===== src/rtl/inverse_linear_transformation.sv =====
// Inverse of the 16-segment piecewise-linear colour curve.
// A setup FSM latches the knot values and fills a table of reciprocal
// slopes using one shared restoring divider. After that, a 3-stage
// pipeline maps each curve-domain sample y back to x, one per cycle.
//
// state | meaning
// IDLE  | waiting for cal_begin; table valid when cal_valid=1
// LOAD  | set up numerator/divisor for the current segment
// DIV   | one quotient bit per cycle, QW cycles, no early exit
// STORE | write R_seg, advance segment or finish
module inverse_linear_transformation #(
  parameter int DSIZE    = 12,
  parameter int SEG_LOG2 = 4,
  parameter int DT_I     = 5,
  parameter int DT_D     = 8
) (
  input  logic                 clock,
  input  logic                 rst,
  input  logic                 cal_begin,
  input  logic [17*DSIZE-1:0]  knots,
  output logic                 cal_valid,
  input  logic                 in_valid,
  input  logic [DSIZE-1:0]     indata,
  output logic                 out_valid,
  output logic [DSIZE-1:0]     outdata
);

  localparam int QW   = DT_I + DT_D;
  localparam int NSEG = 16;
  localparam int W    = 1 << SEG_LOG2;
  localparam int CW   = $clog2(QW);
  localparam int PW   = DSIZE + QW + 1;

  typedef enum logic [1:0] {ST_IDLE, ST_LOAD, ST_DIV, ST_STORE} state_t;

  state_t             state;
  logic [DSIZE-1:0]   c_q [NSEG+1];
  logic [QW-1:0]      r_q [NSEG];
  logic [3:0]         seg;
  logic [QW-1:0]      num_sr;
  logic [DSIZE:0]     rem;
  logic [DSIZE-1:0]   dvs;
  logic [CW-1:0]      div_cnt;

  logic [DSIZE:0]     trial;
  logic               q_bit;
  logic [DSIZE:0]     rem_nxt;
  logic [QW-1:0]      numer;

  // One restoring-divide step: shift in the next numerator bit and subtract if it fits.
  always_comb begin
    trial   = {rem[DSIZE-1:0], num_sr[QW-1]};
    q_bit   = (trial >= {1'b0, dvs});
    rem_nxt = q_bit ? (trial - {1'b0, dvs}) : trial;
    // The last segment is one code shorter because X_16 = 16*W - 1.
    numer   = (seg == 4'(NSEG-1)) ? (QW'(W-1) << DT_D) : (QW'(W) << DT_D);
  end

  // Setup FSM: knot latch and reciprocal-slope table fill.
  always_ff @(posedge clock) begin
    if (rst) begin
      state     <= ST_IDLE;
      seg       <= '0;
      cal_valid <= 1'b0;
      num_sr    <= '0;
      rem       <= '0;
      dvs       <= '0;
      div_cnt   <= '0;
      for (int k = 0; k <= NSEG; k++) c_q[k] <= '0;
      for (int k = 0; k < NSEG; k++)  r_q[k] <= '0;
    end else if (cal_begin) begin
      // Valid in any state: a new pulse always restarts from segment 0.
      for (int k = 0; k <= NSEG; k++) c_q[k] <= knots[k*DSIZE +: DSIZE];
      seg       <= '0;
      cal_valid <= 1'b0;
      state     <= ST_LOAD;
    end else begin
      case (state)
        ST_IDLE: ;
        ST_LOAD: begin
          num_sr  <= numer;
          rem     <= '0;
          dvs     <= c_q[{1'b0, seg} + 5'd1] - c_q[{1'b0, seg}];
          div_cnt <= CW'(QW-1);
          state   <= ST_DIV;
        end
        ST_DIV: begin
          num_sr <= {num_sr[QW-2:0], q_bit};
          rem    <= rem_nxt;
          if (div_cnt == '0) state <= ST_STORE;
          else               div_cnt <= div_cnt - 1'b1;
        end
        ST_STORE: begin
          // A flat segment is never selected, so its slope is simply zeroed.
          r_q[seg] <= (dvs == '0) ? '0 : num_sr;
          if (seg == 4'(NSEG-1)) begin
            cal_valid <= 1'b1;
            state     <= ST_IDLE;
          end else begin
            seg   <= seg + 1'b1;
            state <= ST_LOAD;
          end
        end
        default: state <= ST_IDLE;
      endcase
    end
  end

  // ---------------- datapath ----------------
  logic                   v1, v2;
  logic [DSIZE-1:0]       y1;
  logic [3:0]             k1, k2;
  logic                   lo1, hi1, lo2, hi2;
  logic [DSIZE+QW-1:0]    p2;

  logic [3:0]             k_sel;
  logic                   lo_sel, hi_sel;
  logic [DSIZE-1:0]       d_s2;
  logic [DSIZE+QW-1:0]    p_s2;
  logic [PW-1:0]          rnd, span, frac;
  logic [DSIZE-1:0]       x_s3;

  // Segment search: highest k with C_k <= y, so equal knots pick the upper segment.
  always_comb begin
    k_sel = '0;
    for (int i = 1; i < NSEG; i++)
      if (c_q[i] <= indata) k_sel = 4'(i);
    lo_sel = (indata < c_q[0]);
    hi_sel = (indata >= c_q[NSEG]);
  end

  // Offset into the segment times its reciprocal slope.
  always_comb begin
    d_s2 = y1 - c_q[{1'b0, k1}];
    p_s2 = {{QW{1'b0}}, d_s2} * {{DSIZE{1'b0}}, r_q[k1]};
  end

  // Round, saturate at the next breakpoint, add segment base, apply clamps.
  always_comb begin
    rnd  = ({1'b0, p2} + PW'(1 << (DT_D-1))) >> DT_D;
    span = (k2 == 4'(NSEG-1)) ? PW'(W-1) : PW'(W);
    frac = (rnd > span) ? span : rnd;
    if (lo2)      x_s3 = '0;
    else if (hi2) x_s3 = DSIZE'(NSEG*W - 1);
    else          x_s3 = (DSIZE'(k2) << SEG_LOG2) + frac[DSIZE-1:0];
  end

  // Stage 1: register sample and segment decision; accept only with a valid table.
  always_ff @(posedge clock) begin
    if (rst) begin
      v1  <= 1'b0;
      y1  <= '0;
      k1  <= '0;
      lo1 <= 1'b0;
      hi1 <= 1'b0;
    end else begin
      v1  <= in_valid & cal_valid & ~cal_begin;
      y1  <= indata;
      k1  <= k_sel;
      lo1 <= lo_sel;
      hi1 <= hi_sel;
    end
  end

  // Stage 2: register product; recalibration drops in-flight samples.
  always_ff @(posedge clock) begin
    if (rst) begin
      v2  <= 1'b0;
      p2  <= '0;
      k2  <= '0;
      lo2 <= 1'b0;
      hi2 <= 1'b0;
    end else begin
      v2  <= v1 & ~cal_begin;
      p2  <= p_s2;
      k2  <= k1;
      lo2 <= lo1;
      hi2 <= hi1;
    end
  end

  // Stage 3: output register, holds its value between valid samples.
  always_ff @(posedge clock) begin
    if (rst) begin
      out_valid <= 1'b0;
      outdata   <= '0;
    end else begin
      out_valid <= v2 & ~cal_begin;
      if (v2) outdata <= x_s3;
    end
  end

endmodule


===== config.mk =====
export PLATFORM = sky130hd
export DESIGN_NAME = inverse_linear_transformation
export DESIGN_NICKNAME = d
export VERILOG_FILES = /design/src/rtl/inverse_linear_transformation.sv
export SDC_FILE = /design/constraint.sdc
export NUM_CORES = 2
export LEC_CHECK = 0
export BUFFER_PORTS_ARGS = -buffer_cell sky130_fd_sc_hd__buf_2
export CAP_MARGIN = 20
export CORE_MARGIN = 1.5
export CORE_UTILIZATION = 35
export CTS_CLUSTER_DIAMETER = 40
export DETAILED_ROUTE_END_ITERATION = 16
export PLACE_DENSITY = 0.57
export SLEW_MARGIN = 40
export SYNTH_ARGS = -nofsm -noshare
export SYNTH_HDL_FRONTEND = slang
export SYNTH_SLANG_ARGS = --single-unit

===== constraint.sdc =====
create_clock -name clock -period 11.45 [get_ports clock]
set_clock_uncertainty 0.05 [all_clocks]
set_input_delay 2.8625 -clock clock [delete_from_list [all_inputs] [get_ports clock]]
set_output_delay 2.8625 -clock clock [all_outputs]
set_load 0.005 [all_outputs]

==> qor.txt <==
Cell area after synthesis -> 36000 um2
CTS tree -> built
Largest net degree at the start of global routing -> 112
Share of cells above drive strength 1 -> 0.206
Final max-slew violation count -> 0
Drt first-iter violations -> 2608
Cells after DPL -> 4580
Total of max-cap violations -> 0
Die width -> 324 um
Largest family of logic cells by synthesized area -> adder cells
Compound-cell area share of the yosys netlist -> 0.0605
Longest Clk Path Bufs -> 3
Root buf cell -> clkbuf_16
Worst hold path stage count -> 1
Psw -> 4.70 mW
Wire per inst -> 23.6 um
Fin crit share -> 0.831
Sw Share -> 0.416
Simple-gate area share of the yosys netlist -> 0.144
GPL Wtd Cong -> 0.961
Worst slew margin -> 0.387
Peak VDD IR -> 0.555 mV
Hold EP -> lo2
Outcome -> finished, final reports clean
Final wirelength -> 112 mm
Rows -> 117
Grt ovf -> 0
PostCTS Resize Cnt -> 0
Crit-path most repeated cell -> fa_1
Vias per inst -> 5.42
Syn-to-layout area delta -> 16.0%
Final hold vios -> 0
Most frequent cells in the layout -> edfxtp_1, nor2_1, ha_1
Antenna violations before repair -> 11
Combinational share of power -> 0.550
Clock power frac -> 0.238
R2R setup slack -> 1.94 ns
Synth Area in XOR/XNOR -> 0.0119
Vias in the first global route -> 25.3k
Commonest non-fill, non-tap cell in the layout -> edfxtp_1
Non-filler cells, final -> 4742
P_int -> 6.58 mW
I/O pin count -> 234
Kind of critical path -> reg2reg
Proportion of synthesized area in mux cells -> 0.160
RSZ-0062 raised after global routing -> false
Initial Util -> 0.353
Startpoint Class -> flop
PwrDens -> 270 nW/um2
Clk slew on worst S/H paths -> 0.05 ns
Fmax -> 0.105 GHz
ANT cells -> 0
Leak -> 17.1 nW
Worst min path class -> reg2reg
TritonRoute pass-1 iters -> 6
Die Ht -> 324 um
WP data required -> 11.88 ns
Crit. End Element -> flop
Synth cell types -> 69
CP max stage cell -> dfxtp_4
Dpl ws -> 1.78 ns
# setup viols final -> 0
GRT Total Usage -> 0.216
Hpwl dp -> 84.7 mm
Post-route ant nets -> 0
Worst skew pair latency -> 0.67 ns
Flop pwr share -> 0.213
Cell count after synthesis -> 3094
Pwr Total -> 11.3 mW
Synth Area in Adders -> 0.173
Fin Setup TNS -> 0 ns
Cell Area, Placed -> 38700 um2
H-tree levels -> 3
CTS buffer count -> 85
Crit Reg-Reg Endpoint -> p2[24]
Setup ws final -> 1.94 ns
Fin util -> 0.410
Minimum clock period -> 9.51 ns
Part of the Yosys area used for sequential elements -> 0.404
DRC -> 0
Reg-to-Reg Start -> k1[0]
Clock Sinks -> 521
Number of synthesized flops with an enable pin -> 412
Vias -> 25.7k
Area of the die -> 105000 um2
IO Port Bufs -> 233
Nets -> 3951
Mean Syn Cell Area -> 11.6 um2
Largest stage delay, worst path -> 0.58 ns
First-pass GRT wire length -> 166 mm
CP max FO -> 26
Least-Margin Pin Slew -> 0.918 ns
Hold wc startpoint -> lo1
Async SR Flop Fraction -> 0
Setup repair bufs after CTS -> 0
Core area -> 102000 um2
Post-Layout Inst Area -> 41800 um2
Worst R2R Path Depth -> 31
Most used flip-flop cell after synthesis -> edfxtp_1
Register bit total from synthesis -> 521
WP data arrival -> 9.94 ns
Count of yosys warnings during synthesis -> 0
Hold Worst Slack -> 0.391 ns
Post-CTS Hold Fix Bufs -> 0
-- power groups by stage --
stage	registers (mW)	clock network (mW)	logic, mW
2_1_floorplan	2.33	0	4.94
3_3_place_gp	2.44	0	6.14
3_5_place_dp	2.44	0	6.18
4_1_cts	2.40	2.72	6.26
5_1_grt	2.41	2.80	7.25
6_report	2.40	2.68	6.20
-- area by class of cell --
cell class	count	area, um2
inverter	279	1050
fill	9746	60100
timing repair buffer	274	1540
multi-input combinational	2140	19900
clock buffer	92	2170
clock inverter	68	855
tap	1368	1710
sequential	521	14600
-- cell usage after synthesis (26+ instances only) --
cell type / instances / area, um2
nand3_1: 31 / 155
xnor2_1: 26 / 228
a21oi_1: 106 / 531
dfxtp_1: 109 / 2180
nor2b_1: 60 / 375
fa_1: 113 / 2260
o21ai_0: 43 / 215
and2_1: 241 / 1510
nand4_1: 49 / 307
inv_1: 278 / 1040
a21o_1: 68 / 510
nor3_1: 33 / 165
nand2_1: 183 / 687
o21ai_1: 37 / 185
clkbuf_1: 121 / 454
ha_1: 317 / 3970
edfxtp_1: 412 / 12400
mux4_2: 243 / 5470
nor2_1: 323 / 1210
nand2b_1: 63 / 394
-- state kept, by name (all words and copies together) (netlist names), 2 cells and up, named ones only --
name	cells
k2	4
div_cnt	4
state	2
rem	12
outdata	12
seg	4
num_sr	13
c_q	204
p2	18
y1	12
k1	4
dvs	12
r_q	208
-- cell families (layout without fill, tap and decap cells) --
logic type               Yosys count  after routing
AO/OA/AOI/OAI                    348            348
XOR/XNOR                          49             49
buffers and inverters            435            713
flip-flops                       521            521
other                              2              4
multiplexers                     272            272
AND/OR/NAND/NOR                 1037           1037
adder cells (fa/ha/maj)          430            430
-- worst max-delay path by stage --
stage,start,end,depth (start not counted)
global placement,k1[0],p2[24],30
CTS,k1[0],p2[24],30
floorplan,k1[0],p2[24],39
global route,k1[0],p2[24],33
finish,k1[0],p2[24],31
detailed placement,k1[0],p2[24],30
-- routing by layer --
layer  routed length (um)  vias up  global-route usage
met5                   63        -                   0
met4                 3300       10              0.0650
met3                11700      205              0.0617
met2                48300     1242               0.321
met1                48400    12700               0.303
li1                     -    11500                   -
-- critical path, delay by kind of cell (launching register included) --
kind	cells	cell delay [ns]
buffers and inverters	5	0.94
AND/OR/NAND/NOR	2	0.21
flip-flops	1	0.58
adder cells (fa/ha/maj)	7	3.23
XOR/XNOR	2	0.72
multiplexers	2	1.03
AO/OA/AOI/OAI	13	2.55
No activity file was read; power rests on OpenSTA's default activity.
